$ cat src/rtl/alu_pkg.sv
// Shared definitions for the sequential ALU: opcode and FSM encodings plus
// small classification helpers used by the control path.
// Optional multiplier controlled by macro SEQ_ALU_MUL_EN.
package alu_pkg;

  typedef enum logic [3:0] {
    ADD        = 4'd0,
    ADDC       = 4'd1,
    SUB        = 4'd2,
    SUBC       = 4'd3,
    AND        = 4'd4,
    OR         = 4'd5,
    XOR        = 4'd6,
    NAND       = 4'd7,
    ADD_SIGNED = 4'd8,
    SHL        = 4'd9,
    SHR        = 4'd10,
    ROL        = 4'd11,
    ROR        = 4'd12,
    MUL        = 4'd13
  } opcode_e;

  typedef enum logic [1:0] {
    IDLE = 2'd0,
    EXEC = 2'd1,
    DONE = 2'd2
  } state_e;

  function automatic logic is_shift(opcode_e op);
    return (op == SHL) || (op == SHR) || (op == ROL) || (op == ROR);
  endfunction

  // Ops that need the iterative datapath. A zero shift finishes in one cycle.
  function automatic logic is_multicycle(opcode_e op, logic shamt_nz);
`ifdef SEQ_ALU_MUL_EN
    if (op == MUL) return 1'b1;
`endif
    return is_shift(op) && shamt_nz;
  endfunction

  // Ops whose carry/borrow result is written back into c_flag.
  function automatic logic updates_cflag(opcode_e op);
`ifdef SEQ_ALU_MUL_EN
    if (op == MUL) return 1'b1;
`endif
    return (op == ADD) || (op == ADDC) || (op == SUB) || (op == SUBC) ||
           (op == SHL) || (op == SHR);
  endfunction

endpackage

$ cat src/rtl/seq_alu_iter.sv
// Iterative datapath for shifts/rotates (one bit per step) and, when
// SEQ_ALU_MUL_EN is defined, a shift-add multiplier (one partial product per
// step). Exposes next-state result so the caller can register the final step.
module seq_alu_iter
  import alu_pkg::*;
#(
  parameter int WIDTH = 8,
  parameter int SHW   = $clog2(WIDTH)
) (
  input  logic             clk,
  input  logic             rst_n,
  input  logic             start_i,
  input  logic             step_i,
  input  opcode_e          op_i,
  input  logic [WIDTH-1:0] a_i,
  input  logic [SHW-1:0]   shamt_i,
`ifdef SEQ_ALU_MUL_EN
  input  logic [WIDTH-1:0] b_i,
`endif
  output logic             last_o,
  output logic [WIDTH-1:0] res_d_o,
  output logic             cout_d_o
);

  localparam int CW = $clog2(WIDTH + 1);

  opcode_e          op_q, op_d;
  logic [WIDTH-1:0] acc_q, acc_d;
  logic             cout_q, cout_d;
  logic [CW-1:0]    cnt_q, cnt_d;
`ifdef SEQ_ALU_MUL_EN
  // acc holds the low product half (multiplier bits shift out of it).
  logic [WIDTH-1:0] hi_q, hi_d;
  logic [WIDTH-1:0] mcand_q, mcand_d;
  logic [WIDTH:0]   sum;
`endif

  // Load operands on start, otherwise advance one step per EXEC cycle.
  always_comb begin
    op_d   = op_q;
    acc_d  = acc_q;
    cout_d = cout_q;
    cnt_d  = cnt_q;
`ifdef SEQ_ALU_MUL_EN
    hi_d    = hi_q;
    mcand_d = mcand_q;
    sum     = {1'b0, hi_q} + (acc_q[0] ? {1'b0, mcand_q} : '0);
`endif
    if (start_i) begin
      op_d   = op_i;
      acc_d  = a_i;
      cout_d = 1'b0;
      cnt_d  = CW'(shamt_i);
`ifdef SEQ_ALU_MUL_EN
      hi_d    = '0;
      mcand_d = a_i;
      if (op_i == MUL) begin
        acc_d = b_i;
        cnt_d = CW'(WIDTH);
      end
`endif
    end else if (step_i) begin
      cnt_d = cnt_q - CW'(1);
      case (op_q)
        SHL: begin
          cout_d = acc_q[WIDTH-1];
          acc_d  = {acc_q[WIDTH-2:0], 1'b0};
        end
        SHR: begin
          cout_d = acc_q[0];
          acc_d  = {1'b0, acc_q[WIDTH-1:1]};
        end
        ROL: begin
          cout_d = 1'b0;
          acc_d  = {acc_q[WIDTH-2:0], acc_q[WIDTH-1]};
        end
        ROR: begin
          cout_d = 1'b0;
          acc_d  = {acc_q[0], acc_q[WIDTH-1:1]};
        end
`ifdef SEQ_ALU_MUL_EN
        MUL: begin
          hi_d   = sum[WIDTH:1];
          acc_d  = {sum[0], acc_q[WIDTH-1:1]};
          cout_d = |sum[WIDTH:1];
        end
`endif
        default: ;
      endcase
    end
  end

  // Datapath and step counter registers.
  always_ff @(posedge clk or negedge rst_n) begin
    if (!rst_n) begin
      op_q    <= ADD;
      acc_q   <= '0;
      cout_q  <= 1'b0;
      cnt_q   <= '0;
`ifdef SEQ_ALU_MUL_EN
      hi_q    <= '0;
      mcand_q <= '0;
`endif
    end else begin
      op_q    <= op_d;
      acc_q   <= acc_d;
      cout_q  <= cout_d;
      cnt_q   <= cnt_d;
`ifdef SEQ_ALU_MUL_EN
      hi_q    <= hi_d;
      mcand_q <= mcand_d;
`endif
    end
  end

  assign last_o   = step_i && (cnt_q == CW'(1));
  assign res_d_o  = acc_d;
  assign cout_d_o = cout_d;

endmodule

$ cat src/rtl/seq_alu.sv
// Sequential ALU with valid/ready handshake. Single-cycle ops are computed
// here and registered on acceptance; shifts, rotates and (with macro
// SEQ_ALU_MUL_EN) MUL run in seq_alu_iter. Result and flags are held in DONE
// until the consumer accepts them.
module seq_alu
  import alu_pkg::*;
#(
  parameter int WIDTH = 8,
  parameter int SHW   = $clog2(WIDTH)
) (
  input  logic             clk,
  input  logic             rst_n,
  input  logic             in_valid,
  output logic             in_ready,
  input  logic [3:0]       opcode,
  input  logic [WIDTH-1:0] alu_in1,
  input  logic [WIDTH-1:0] alu_in2,
  output logic             out_valid,
  input  logic             out_ready,
  output logic [WIDTH-1:0] alu_out,
  output logic             cout,
  output logic             Z,
  output logic             N,
  output logic             c_flag
);

  state_e           state_q, state_d;
  opcode_e          op_in, op_q;
  logic [SHW-1:0]   shamt;
  logic             start, load_single, load_iter;
  logic [WIDTH-1:0] sc_res, iter_res, fin_res, mag;
  logic             sc_cout, iter_cout, iter_last, fin_cout;
  opcode_e          fin_op;
  logic [WIDTH-1:0] alu_out_q;
  logic             cout_q, z_q, n_q, c_flag_q;

  assign op_in = opcode_e'(opcode);
  assign shamt = alu_in2[SHW-1:0];

  // Single-cycle results, evaluated from the live request in IDLE.
  always_comb begin
    sc_res  = '0;
    sc_cout = 1'b0;
    mag     = '0;
    case (op_in)
      ADD:  {sc_cout, sc_res} = {1'b0, alu_in1} + {1'b0, alu_in2};
      ADDC: {sc_cout, sc_res} = {1'b0, alu_in1} + {1'b0, alu_in2} + (WIDTH+1)'(c_flag_q);
      SUB:  {sc_cout, sc_res} = {1'b0, alu_in1} - {1'b0, alu_in2};
      SUBC: {sc_cout, sc_res} = {1'b0, alu_in1} - {1'b0, alu_in2} - (WIDTH+1)'(c_flag_q);
      AND:  sc_res = alu_in1 & alu_in2;
      OR:   sc_res = alu_in1 | alu_in2;
      XOR:  sc_res = alu_in1 ^ alu_in2;
      NAND: sc_res = ~(alu_in1 & alu_in2);
      ADD_SIGNED: begin
        // in2 is sign-magnitude: top bit selects subtract.
        mag    = {1'b0, alu_in2[WIDTH-2:0]};
        sc_res = alu_in2[WIDTH-1] ? (alu_in1 - mag) : (alu_in1 + mag);
      end
      // Only reached here with a zero shift amount.
      SHL, SHR, ROL, ROR: sc_res = alu_in1;
      default: ;
    endcase
  end

  // Next-state logic and datapath load strobes.
  always_comb begin
    state_d     = state_q;
    start       = 1'b0;
    load_single = 1'b0;
    load_iter   = 1'b0;
    case (state_q)
      IDLE: begin
        if (in_valid) begin
          if (is_multicycle(op_in, |shamt)) begin
            start   = 1'b1;
            state_d = EXEC;
          end else begin
            load_single = 1'b1;
            state_d     = DONE;
          end
        end
      end
      EXEC: begin
        if (iter_last) begin
          load_iter = 1'b1;
          state_d   = DONE;
        end
      end
      DONE: begin
        if (out_ready) state_d = IDLE;
      end
      default: state_d = IDLE;
    endcase
  end

  // FSM state register.
  always_ff @(posedge clk or negedge rst_n) begin
    if (!rst_n) state_q <= IDLE;
    else        state_q <= state_d;
  end

  // Opcode capture so the flag update on iterative completion knows its op.
  always_ff @(posedge clk or negedge rst_n) begin
    if (!rst_n)     op_q <= ADD;
    else if (start) op_q <= op_in;
  end

  seq_alu_iter #(
    .WIDTH (WIDTH),
    .SHW   (SHW)
  ) u_iter (
    .clk      (clk),
    .rst_n    (rst_n),
    .start_i  (start),
    .step_i   (state_q == EXEC),
    .op_i     (op_in),
    .a_i      (alu_in1),
    .shamt_i  (shamt),
`ifdef SEQ_ALU_MUL_EN
    .b_i      (alu_in2),
`endif
    .last_o   (iter_last),
    .res_d_o  (iter_res),
    .cout_d_o (iter_cout)
  );

  assign fin_res  = load_single ? sc_res  : iter_res;
  assign fin_cout = load_single ? sc_cout : iter_cout;
  assign fin_op   = load_single ? op_in   : op_q;

  // Result and flag registers, written once on entry to DONE.
  always_ff @(posedge clk or negedge rst_n) begin
    if (!rst_n) begin
      alu_out_q <= '0;
      cout_q    <= 1'b0;
      z_q       <= 1'b1;
      n_q       <= 1'b0;
      c_flag_q  <= 1'b0;
    end else if (load_single || load_iter) begin
      alu_out_q <= fin_res;
      cout_q    <= fin_cout;
      z_q       <= (fin_res == '0);
      n_q       <= fin_res[WIDTH-1];
      if (updates_cflag(fin_op)) c_flag_q <= fin_cout;
    end
  end

  assign in_ready  = (state_q == IDLE);
  assign out_valid = (state_q == DONE);
  assign alu_out   = alu_out_q;
  assign cout      = cout_q;
  assign Z         = z_q;
  assign N         = n_q;
  assign c_flag    = c_flag_q;

endmodule

$ cat config.mk
export PLATFORM = sky130hd
export DESIGN_NAME = seq_alu
export DESIGN_NICKNAME = d
export VERILOG_FILES = /design/src/rtl/alu_pkg.sv /design/src/rtl/seq_alu_iter.sv /design/src/rtl/seq_alu.sv
export SDC_FILE = /design/constraint.sdc
export NUM_CORES = 1
export LEC_CHECK = 0
export ABC_AREA = 0
export CAP_MARGIN = 10
export CORE_ASPECT_RATIO = 0.75
export CORE_MARGIN = 2
export CORE_UTILIZATION = 30
export DETAILED_ROUTE_END_ITERATION = 10
export PLACE_DENSITY = 0.44
export REMOVE_ABC_BUFFERS = 1
export SKIP_LAST_GASP = 1
export SLEW_MARGIN = 20
export SYNTH_ARGS = -nofsm -noshare
export SYNTH_HDL_FRONTEND = slang
export SYNTH_HIERARCHICAL = 1
export SYNTH_SLANG_ARGS = --single-unit
$ cat constraint.sdc
create_clock -name clk -period 3.6 [get_ports clk]
set_input_delay 0.54 -clock clk [delete_from_list [all_inputs] [get_ports clk]]
set_output_delay 0.54 -clock clk [all_outputs]
set_load 0.02 [all_outputs]
### Word level (Yosys, flattened, before mapping)

Cells that the tools add are included.

| operators by class | value |
|---|---|
| add/subtract/negate cells | 7 |
| equality and inequality tests | 27 |
| multiplexer cells | 27 |
| bitwise gates (word level) | 4 |
| reduce and logical (&&, ||, !) cells | 21 |

Operators by type and width:

| cell | number |
|---|---|
| one-hot mux 8 bit (10 select lines) | 1 |
| equality test 4 bit, second input constant | 11 |
| two-way mux 8 bit | 4 |
| one-hot mux 8 bit (4 select lines) | 1 |
| equality test 4 x 2 -> 1 bit, second input constant | 4 |
| equality test 4 x 3 -> 1 bit, second input constant | 4 |
| equality test 4 x 1 -> 1 bit, second input constant | 3 |
| two-way mux 4 bit | 3 |
| two-way mux 1 bit | 11 |
| adder 8 x 8 -> 9 bit | 1 |
| adder 9 x 1 -> 9 bit | 1 |
| logical OR 1 bit | 9 |
| subtractor 8 x 8 -> 9 bit | 1 |
| subtractor 9 x 1 -> 9 bit | 1 |
| adder 8 x 7 -> 8 bit | 1 |
| AND 8 bit | 1 |
| zero test 4 bit | 2 |
| zero test 8 bit | 1 |
| two-way mux 2 bit | 4 |
| inverter 8 bit | 1 |
| OR 8 bit | 1 |
| subtractor 8 x 7 -> 8 bit | 1 |
| XOR 8 bit | 1 |
| one-hot mux 2 bit (3 select lines) | 1 |
| 15 further kinds | 17 |

| storage, ports and cells | value |
|---|---|
| register bits | 31 |
| bits of input ports | 24 |
| output and inout bits | 14 |

### Logic depth before layout (Yosys ltp)

Gate-level depths: netlist (run 1).

| logic depth | value |
|---|---|
| depth after elaboration | 16 |
| depth in mapped cells | 16 |

### Hierarchy

Netlist (run 1), hierarchy kept.

By module, submodules not included:

| module | instances | cells an instance | area an instance (um^2) | seq. area each (um^2) |
|---|---|---|---|---|
| seq_alu | 1 | 453 | 3453.3 | 426.7 |
| seq_alu_iter | 1 | 85 | 954.7 | 425.4 |

### Worst setup path after synthesis (run 1)

Ideal clock, no wire load.

| timing | value |
|---|---|
| path type | input port to flip-flop |
| from | input port opcode[1] |
| to | register z_q (netlist: Z) |
| data arrival time | 3.438 ns |
| required time | 3.514 ns |
| slack | 0.076 ns |
| stages | 15 |
| cells stage by stage | or3_4 > and3_4 > buf_6 > and2_4 > nor2b_1 > clkbuf_1 > clkbuf_1 > or4_1 > buf_6 > mux2i_1 > nor4_1 > nor2_1 > nor4_2 > o2111ai_1 > o31ai_2 |

| on the way | value |
|---|---|
| longest elaborated chain between the ends | 11 |
| elaborated cells between the ends (all ways) | 29 |

RTL lines:

| item | RTL line | text |
|---|---|---|
| start: declaration | seq_alu.sv:15 | `input logic [3:0] opcode,` |
| equality test 4 bit | alu_pkg.sv:30 | `return (op == SHL) \|\| (op == SHR) \|\| (op == ROL) \|\| (op == ROR);` |
| logical OR 1 bit (2 in series) | alu_pkg.sv:30 |  |
| logical OR 1 bit (*) | alu_pkg.sv:30 |  |
| logical AND 1 bit (*) | alu_pkg.sv:38 | `return is_shift(op) && shamt_nz;` |
| two-way mux 1 bit (*) | seq_alu.sv:74 | `if (is_multicycle(op_in, \|shamt)) begin` |
| two-way mux 1 bit (*) | seq_alu.sv:73 | `if (in_valid) begin` |
| two-way mux 1 bit (*) | seq_alu.sv:71 | `case (state_q)` |
| via start | seq_alu.sv:30 | `logic start, load_single, load_iter;` |
| two-way mux 8 bit (*) | seq_alu_iter.sv:49 | `if (start_i) begin` |
| via iter_res[6] | seq_alu.sv:31 | `logic [WIDTH-1:0] sc_res, iter_res, fin_res, mag;` |
| two-way mux 8 bit (*) | seq_alu.sv:127 | `assign fin_res = load_single ? sc_res : iter_res;` |
| zero test 8 bit (*) | seq_alu.sv:142 | `z_q <= (fin_res == '0);` |
| end signal: assignment | seq_alu.sv:142 |  |
| end: declaration | seq_alu.sv:35 | `logic cout_q, z_q, n_q, c_flag_q;` |

The timed path passes the listed nets; every way through them passes the cells marked *.
A chain may end at the register's enable or synchronous reset.

### Worst setup path in the final report (run 1)

| timing | value |
|---|---|
| from | input port alu_in1[1] |
| to | register alu_out_q[7] (netlist: alu_out[7]) |

| on the way | value |
|---|---|
| longest elaborated chain between the ends | 4 |
| elaborated cells between the ends (all ways) | 9 |

RTL lines:

| item | RTL line | text |
|---|---|---|
| start: declaration | seq_alu.sv:16 | `input logic [WIDTH-1:0] alu_in1,` |
| subtractor 8 x 8 -> 9 bit, or another cell as far along | seq_alu.sv:48, seq_alu.sv:49 |  |
| subtractor 9 x 1 -> 9 bit, or another cell as far along | seq_alu.sv:49 | `SUBC: {sc_cout, sc_res} = {1'b0, alu_in1} - {1'b0, alu_in2} - (WIDTH+1)'(c_flag_q);` |
| one-hot mux 8 bit (10 select lines) (*) | seq_alu.sv:45 | `case (op_in)` |
| two-way mux 8 bit (*) | seq_alu.sv:127 |  |
| end signal: assignment | seq_alu.sv:140 | `alu_out_q <= fin_res;` |
| end: declaration | seq_alu.sv:34 | `logic [WIDTH-1:0] alu_out_q;` |

Every way passes the cells marked *; elsewhere a longest branch is shown, timed or not.

==> results.json, run 1 <==
{
  "drive_above_1_share_pct": 28.0,
  "antenna_cells": 0,
  "areaGrowthSynthToFinish_pct": 40.1,
  "yosys.area.top_type_share_pct": 18.7,
  "synth_ff_type": "dfrtp_1",
  "first_pass_iters": 5,
  "finalHoldViolations": 0,
  "required_ns": 3.76,
  "core_sq_um": 14400,
  "die_area_sq_um": 15700,
  "cellLeakagePower_nw": 2.77,
  "peakVddDrop_mv": 0.179,
  "rsz0062_at_grt": "no",
  "postLayoutSetupSlackWorst_ns": 0.144,
  "status": "completed",
  "synth_top_cell_by_area": "dfrtp_1",
  "preCtsSetupSlack_ns": -0.502,
  "multi_input_area_sq_um": 3410,
  "num_rows": 38,
  "crit_chain": "clkdlybuf4s50_1 -> inv_1 -> ha_1 -> buf_4 -> a211o_1 -> a311oi_2 -> mux2i_1 -> a211oi_1 -> nor3b_2 -> xor2_1 -> o221ai_2 -> mux2_2",
  "cp_slowest_cell": "clkdlybuf4s50_1",
  "slew_headroom_pct": 63.7,
  "worstPathArrival_ns": 3.62,
  "drc": 0,
  "clockRootBuffer": "clkbuf_16",
  "nFillCells": 1451,
  "syn_inst": 538,
  "grt_usage_pct": 21.5,
  "crit_fanout": 3,
  "wire_per_inst_um": 18.5,
  "seq_area_frac_synth_pct": 19.3,
  "cts_buffers": 5,
  "final.period_utilization_pct": 96.0,
  "initial_core_util_pct": 30.6,
  "fmax_ghz": 0.289,
  "maxCapViolations": 0,
  "die_h_um": 109,
  "cts.clk_slew.worst_paths_ns": 0.06,
  "insertion_delay_ns": 0.28,
  "endpoint_kind": "flip-flop",
  "final_nets": 749,
  "yosys-top-cells-area": "dfrtp_1 19%, ha_1 11%, mux2i_1 6.6%",
  "rrSetupSlack_ns": 0.75,
  "criticalPathCategory": "in2reg",
  "finalPower_mw": 2.85,
  "drt_wl_total_mm": 16.4,
  "worst_pin_slew_ns": 0.537,
  "hold_class": "reg2reg",
  "grt_pass1_vias": 4655,
  "ys_ff_latch": 34,
  "ant_nets": 0,
  "cp-start-kind": "input pin",
  "port-buffer-count": 37,
  "place_congestion": 0.888,
  "htree_levels": 2,
  "fin_setup_tns_ns": 0,
  "syn_area_per_cell_sq_um": 8.19,
  "crit_path_max_incr_delay_ns": 0.48,
  "grt_max_degree": 35,
  "via_count": 4682,
  "drt_iter0_drc": 247,
  "clock_sinks": 34,
  "drv_slew": 0,
  "design_area_sq_um": 6170,
  "ys_types": 82,
  "cts_hold_buf": 0,
  "die_x_um": 144,
  "setup_viol": 0,
  "drt-vias-per-instance": 5.29,
  "regArea_sq_um": 852,
  "hold_ws_ns": 0.470,
  "overflow": 0,
  "ctsLongestPathBuffers": 2,
  "finalCoreUtilization_pct": 42.9,
  "placed_area_sq_um": 5850,
  "layoutNonFillerInstCount": 885,
  "cts_tree": "built",
  "fin_crit_ns": 3.46,
  "async_reset_ff_share_pct": 100,
  "powerDensity_nw_per_um2": 461,
  "dp_hpwl_mm": 13.6,
  "mappedNetlistArea_sq_um": 4410,
  "grt_pass1_wl_mm": 25.8,
  "ios": 38,
  "yosysWarnings": 6,
  "dp.cells": 875,
  "antenna_found_initial": 0,
  "fin_skew_ns": 0.00670,
  "synth_edf_count": 0
}
[Yosys cell counts, types with 4 or more instances]
cell type  count
a21o_1         4
a31oi_1        7
o21ai_1        4
nand3_1       11
a21oi_1       29
nor2b_1       16
a211o_1        8
a2111oi_0      5
mux2_1         4
nand2_1       32
xnor2_1       18
buf_2         10
nor3b_1        4
o21ai_0       21
xor2_1         8
mux2i_1       29
nor2_1        38
o22ai_1        8
buf_6          4
ha_1          38
mux2_2         8
o21a_1         6
nand2b_1       8
nor4_1         6
a32oi_1       11
clkbuf_1      15
dfrtp_1       33
a211oi_1      15
and3_1         5
o211ai_1       7
nor3_1        16
inv_1         35
[metal layers]
| metal | vias up | track usage, % | part of all wire (%) |
|---|---|---|---|
| met4 | 0 | 5.25 | 2.7 |
| li1 | 2288 | - | - |
| met2 | 125 | 33.8 | 42 |
| met1 | 2242 | 30.7 | 50 |
| met3 | 27 | 3.73 | 4.7 |
| met5 | - | 0 | 0 |
[area by class of cell]
class | instances | area share, %
multi-input combinational | 437 | 55.2
timing repair buffer | 170 | 22.3
sequential | 34 | 13.8
tap | 200 | 4.05
clock buffer | 6 | 2.25
inverter | 36 | 2.19
clock inverter | 2 | 0.203
[where the power goes]
part           total, mW  switching [mW]  internal [mW]
sequential         0.735           0.169          0.566
combinational       1.67           0.849          0.823
clock              0.439           0.166          0.274
[worst paths after layout]
path,from,end,depth (start not counted)
worst min register to register,op_q[3],op_q[3],1
max in group asynchronous,rst_n,Z,2
worst max register to register,state_q[0],Z,11
worst max-delay path,alu_in1[1],alu_out[7],12
worst min-delay path,op_q[3],op_q[3],1
min in group asynchronous,rst_n,u_iter/cnt_q[2],2
[registers in the layout, summed over array words and instances, names as in the netlist]
register and flops:
Z 1, u_iter/cout_q 1, u_iter/acc_q 8, op_q 4, u_iter/cnt_q 4, c_flag 1, state_q 2, u_iter/op_q 4
alu_out 8, cout 1
[cells by family (layout without fill, tap and decap cells)]
kind of cell | Yosys count | count (layout) | synth area share, %
DFF | 34 | 34 | 19.3
and+or+nand+nor | 170 | 170 | 21.0
buffers and inverters | 67 | 214 | 6.76
AOI/OAI and AO/OA | 157 | 157 | 25.2
xor gates and xnor gates | 27 | 27 | 5.68
muxes | 41 | 41 | 9.65
adders and majority gates | 42 | 42 | 12.4
[cells in the final DEF (no fill, tap or decap), drive strengths merged, types with 12 or more instances in the layout]
master,instances
buf,133
nor2,38
ha,38
inv,36
dfrtp,33
nand2,32
mux2i,29
a21oi,29
clkdlybuf4s50,28
o21ai,25
xnor2,18
nor2b,16
nor3,16
a211oi,15
mux2,12
[critical path, delay by kind of cell]
kind	cells	cell delay (ns)
AO/OA/AOI/OAI	4	1.12
adder cells (fa/ha/maj)	1	0.32
AND/OR/NAND/NOR	1	0.26
buffers and inverters	3	0.69
multiplexers	2	0.44
XOR/XNOR	1	0.25
[what timing repair did]
item | 4_1_cts | 5_1_grt
buffers inserted | 0 | 2
endpoints found under the setup margin | 4 | 5
resized for setup | 18 | 39
pin swaps | 11 | 11
endpoints found under the hold margin | 0 | 0
Power figures use the tool's default switching activity.
==> run 2, diff against run 1 <==
CORE_UTILIZATION = 55   (was 30)
PLACE_DENSITY = 0.73   (was 0.44)
==> run 2 against run 1 <==
Net effect: hold slack better by 0.016 ns; sequential share of layout area is 0.53 points higher; power is 3.5% lower; clock-buffer cell count is 1 higher; critical path depth is 1 higher; final cell count is 12% lower; critical path type unchanged; largest cell class unchanged.
==> results.json, run 2 (same netlist as run 1, synthesis figures left out) <==
{
  "setup_viol": 0,
  "mostFrequentLayoutCells": "119 x buf_4, 37 x nor2_1, 36 x ha_1",
  "core_sq_um": 7850,
  "peakVddDrop_mv": 0.459,
  "drt-vias-per-instance": 6.38,
  "r2r_end": "Z",
  "wire_per_inst_um": 21.0,
  "finalCoreUtilization_pct": 75.8,
  "first_pass_iters": 6,
  "maxCapViolations": 0,
  "final_nets": 736,
  "cts_tree": "built",
  "insertion_delay_ns": 0.29,
  "preCtsSetupSlack_ns": -0.472,
  "power_frac_comb_pct": 61.9,
  "place_congestion": 0.984,
  "drive_above_1_share_pct": 27.1,
  "via_count": 4958,
  "status": "completed",
  "ios": 38,
  "fin_crit_ns": 3.56,
  "multi_input_area_sq_um": 3450,
  "cts_buffers": 5,
  "grt_pass1_vias": 4677,
  "worst_pin_slew_ns": 0.975,
  "internal_power_mw": 1.53,
  "finalPower_mw": 2.75,
  "num_rows": 28,
  "htree_levels": 2,
  "powerDensity_nw_per_um2": 462,
  "areaGrowthSynthToFinish_pct": 34.9,
  "rrSetupSlack_ns": 0.75,
  "die_x_um": 107,
  "hold_end": "op_q[3]",
  "cts_hold_buf": 0,
  "final.period_utilization_pct": 98.8,
  "dp_hpwl_mm": 12.9,
  "ctsLongestPathBuffers": 2,
  "regArea_sq_um": 852,
  "fin_setup_tns_ns": 0,
  "reg2regPathDepth": 11,
  "holdPathStages": 1,
  "endpoint_kind": "flip-flop",
  "initial_core_util_pct": 56.2,
  "drv_slew": 0,
  "criticalPathCategory": "in2reg",
  "rsz0062_at_grt": "yes",
  "grt_usage_pct": 37.5,
  "clockRootBuffer": "clkbuf_8",
  "antenna_found_initial": 0,
  "antenna_cells": 0,
  "fin_skew_ns": 0.00565,
  "seqPwrFrac_pct": 27.1,
  "cellLeakagePower_nw": 2.72,
  "required_ns": 3.80,
  "r2r-start": "state_q[1]",
  "swShare_pct": 44.3,
  "grt_pass1_wl_mm": 25.0,
  "worstPathArrival_ns": 3.76,
  "ant_nets": 0,
  "die_h_um": 81.5,
  "final_common_cell": "buf_4",
  "fmax_ghz": 0.281,
  "drt_iter0_drc": 698,
  "crit_path_max_incr_delay_ns": 0.51,
  "crit_chain": "dlygate4sd2_1 -> or3_4 -> and3_4 -> and2_4 -> nor2b_2 -> or4_1 -> buf_4 -> mux2i_1 -> nor4_1 -> nor2_1 -> nor4_2 -> o2111ai_2 -> o31ai_2",
  "drc": 0,
  "overflow": 0,
  "hold_class": "reg2reg",
  "p_sw_mw": 1.22,
  "holdCritStartpoint": "op_q[3]",
  "hold_ws_ns": 0.486,
  "cp-start-kind": "input pin",
  "cp_slowest_cell": "or4_1",
  "drt_wl_total_mm": 16.3,
  "port-buffer-count": 37,
  "grt_max_degree": 40,
  "slew_headroom_pct": 34.1,
  "nFillCells": 601,
  "die_area_sq_um": 8750,
  "crit_fanout": 8,
  "cts.clk_slew.worst_paths_ns": 0.07,
  "clock_sinks": 34,
  "finalHoldViolations": 0,
  "postLayoutSetupSlackWorst_ns": 0.0416,
  "pwr-share-clk_pct": 10.9
}
run 2: changes by cell type in the layout (fill, tap and decap cells not counted), sizes merged:
cell | previous run | this run
buf | 133 | 120
clkbuf | 9 | 7
clkdlybuf4s50 | 28 | 29
clkinvlp | 1 | 0
dlymetal6s2s | 4 | 6
run 2: stage by stage:
step | instances | instance area [sq um]
6_report | 777 | 5950
2_1_floorplan | 507 | 4250
4_1_cts | 775 | 5760
3_3_place_gp | 767 | 5640
3_5_place_dp | 767 | 5640
5_1_grt | 777 | 5950
run 2: power groups by stage:
stage	combinational (mW)	clock [mW]	sequential [mW]
after CTS	1.62	0.302	0.737
after global routing	1.82	0.322	0.758
after floorplan	0.826	0	0.768
after global placement	1.54	0	0.725
final	1.70	0.300	0.746
after detailed placement	1.60	0	0.740
run 2: layer usage:
metal	share of wire [%]	GRT usage [%]	vias up	wire [um]
met1	44	53.8	2390	7200
met3	11	10.6	39	1860
met4	2.3	8.97	0	374
met5	0	0	-	0
met2	42	55.8	265	6850
li1	-	-	2264	-
run 2: area by class of cell:
cell class | instances | area share [%]
clock buffers | 7 | 1.45
flip-flops and latches | 34 | 14.3
multi-input cells | 437 | 58.0
inverters | 36 | 2.27
clock inverters | 1 | 0.0842
repair buffers | 157 | 21.7
well taps | 105 | 2.21
run 2: what timing repair did:
action                     in CTS  in global routing
pin swaps                       1                 10
cloned                          0                  0
hold endpoints to repair        0                  0
gates resized for setup        12                 40
buffers inserted                0                  2
setup endpoints to repair       5                  6
run 2: critical path: cells and delay by family:
family          cells  cell delay [ns]
simple gates        8             2.11
buf+inv             2             0.54
compound gates      2             0.44
mux                 1             0.14
run 2: worst max-delay path by stage:
stage	start	slack, ns	cells after the start	to
5_1_grt	alu_in1[0]	-0.04	13	Z
3_3_place_gp	alu_in1[0]	-0.36	14	c_flag
3_5_place_dp	alu_in1[0]	-0.47	14	cout
6_report	opcode[1]	0.04	13	Z
2_1_floorplan	alu_in2[1]	-0.45	13	Z
4_1_cts	alu_in2[1]	0.01	15	alu_out[7]
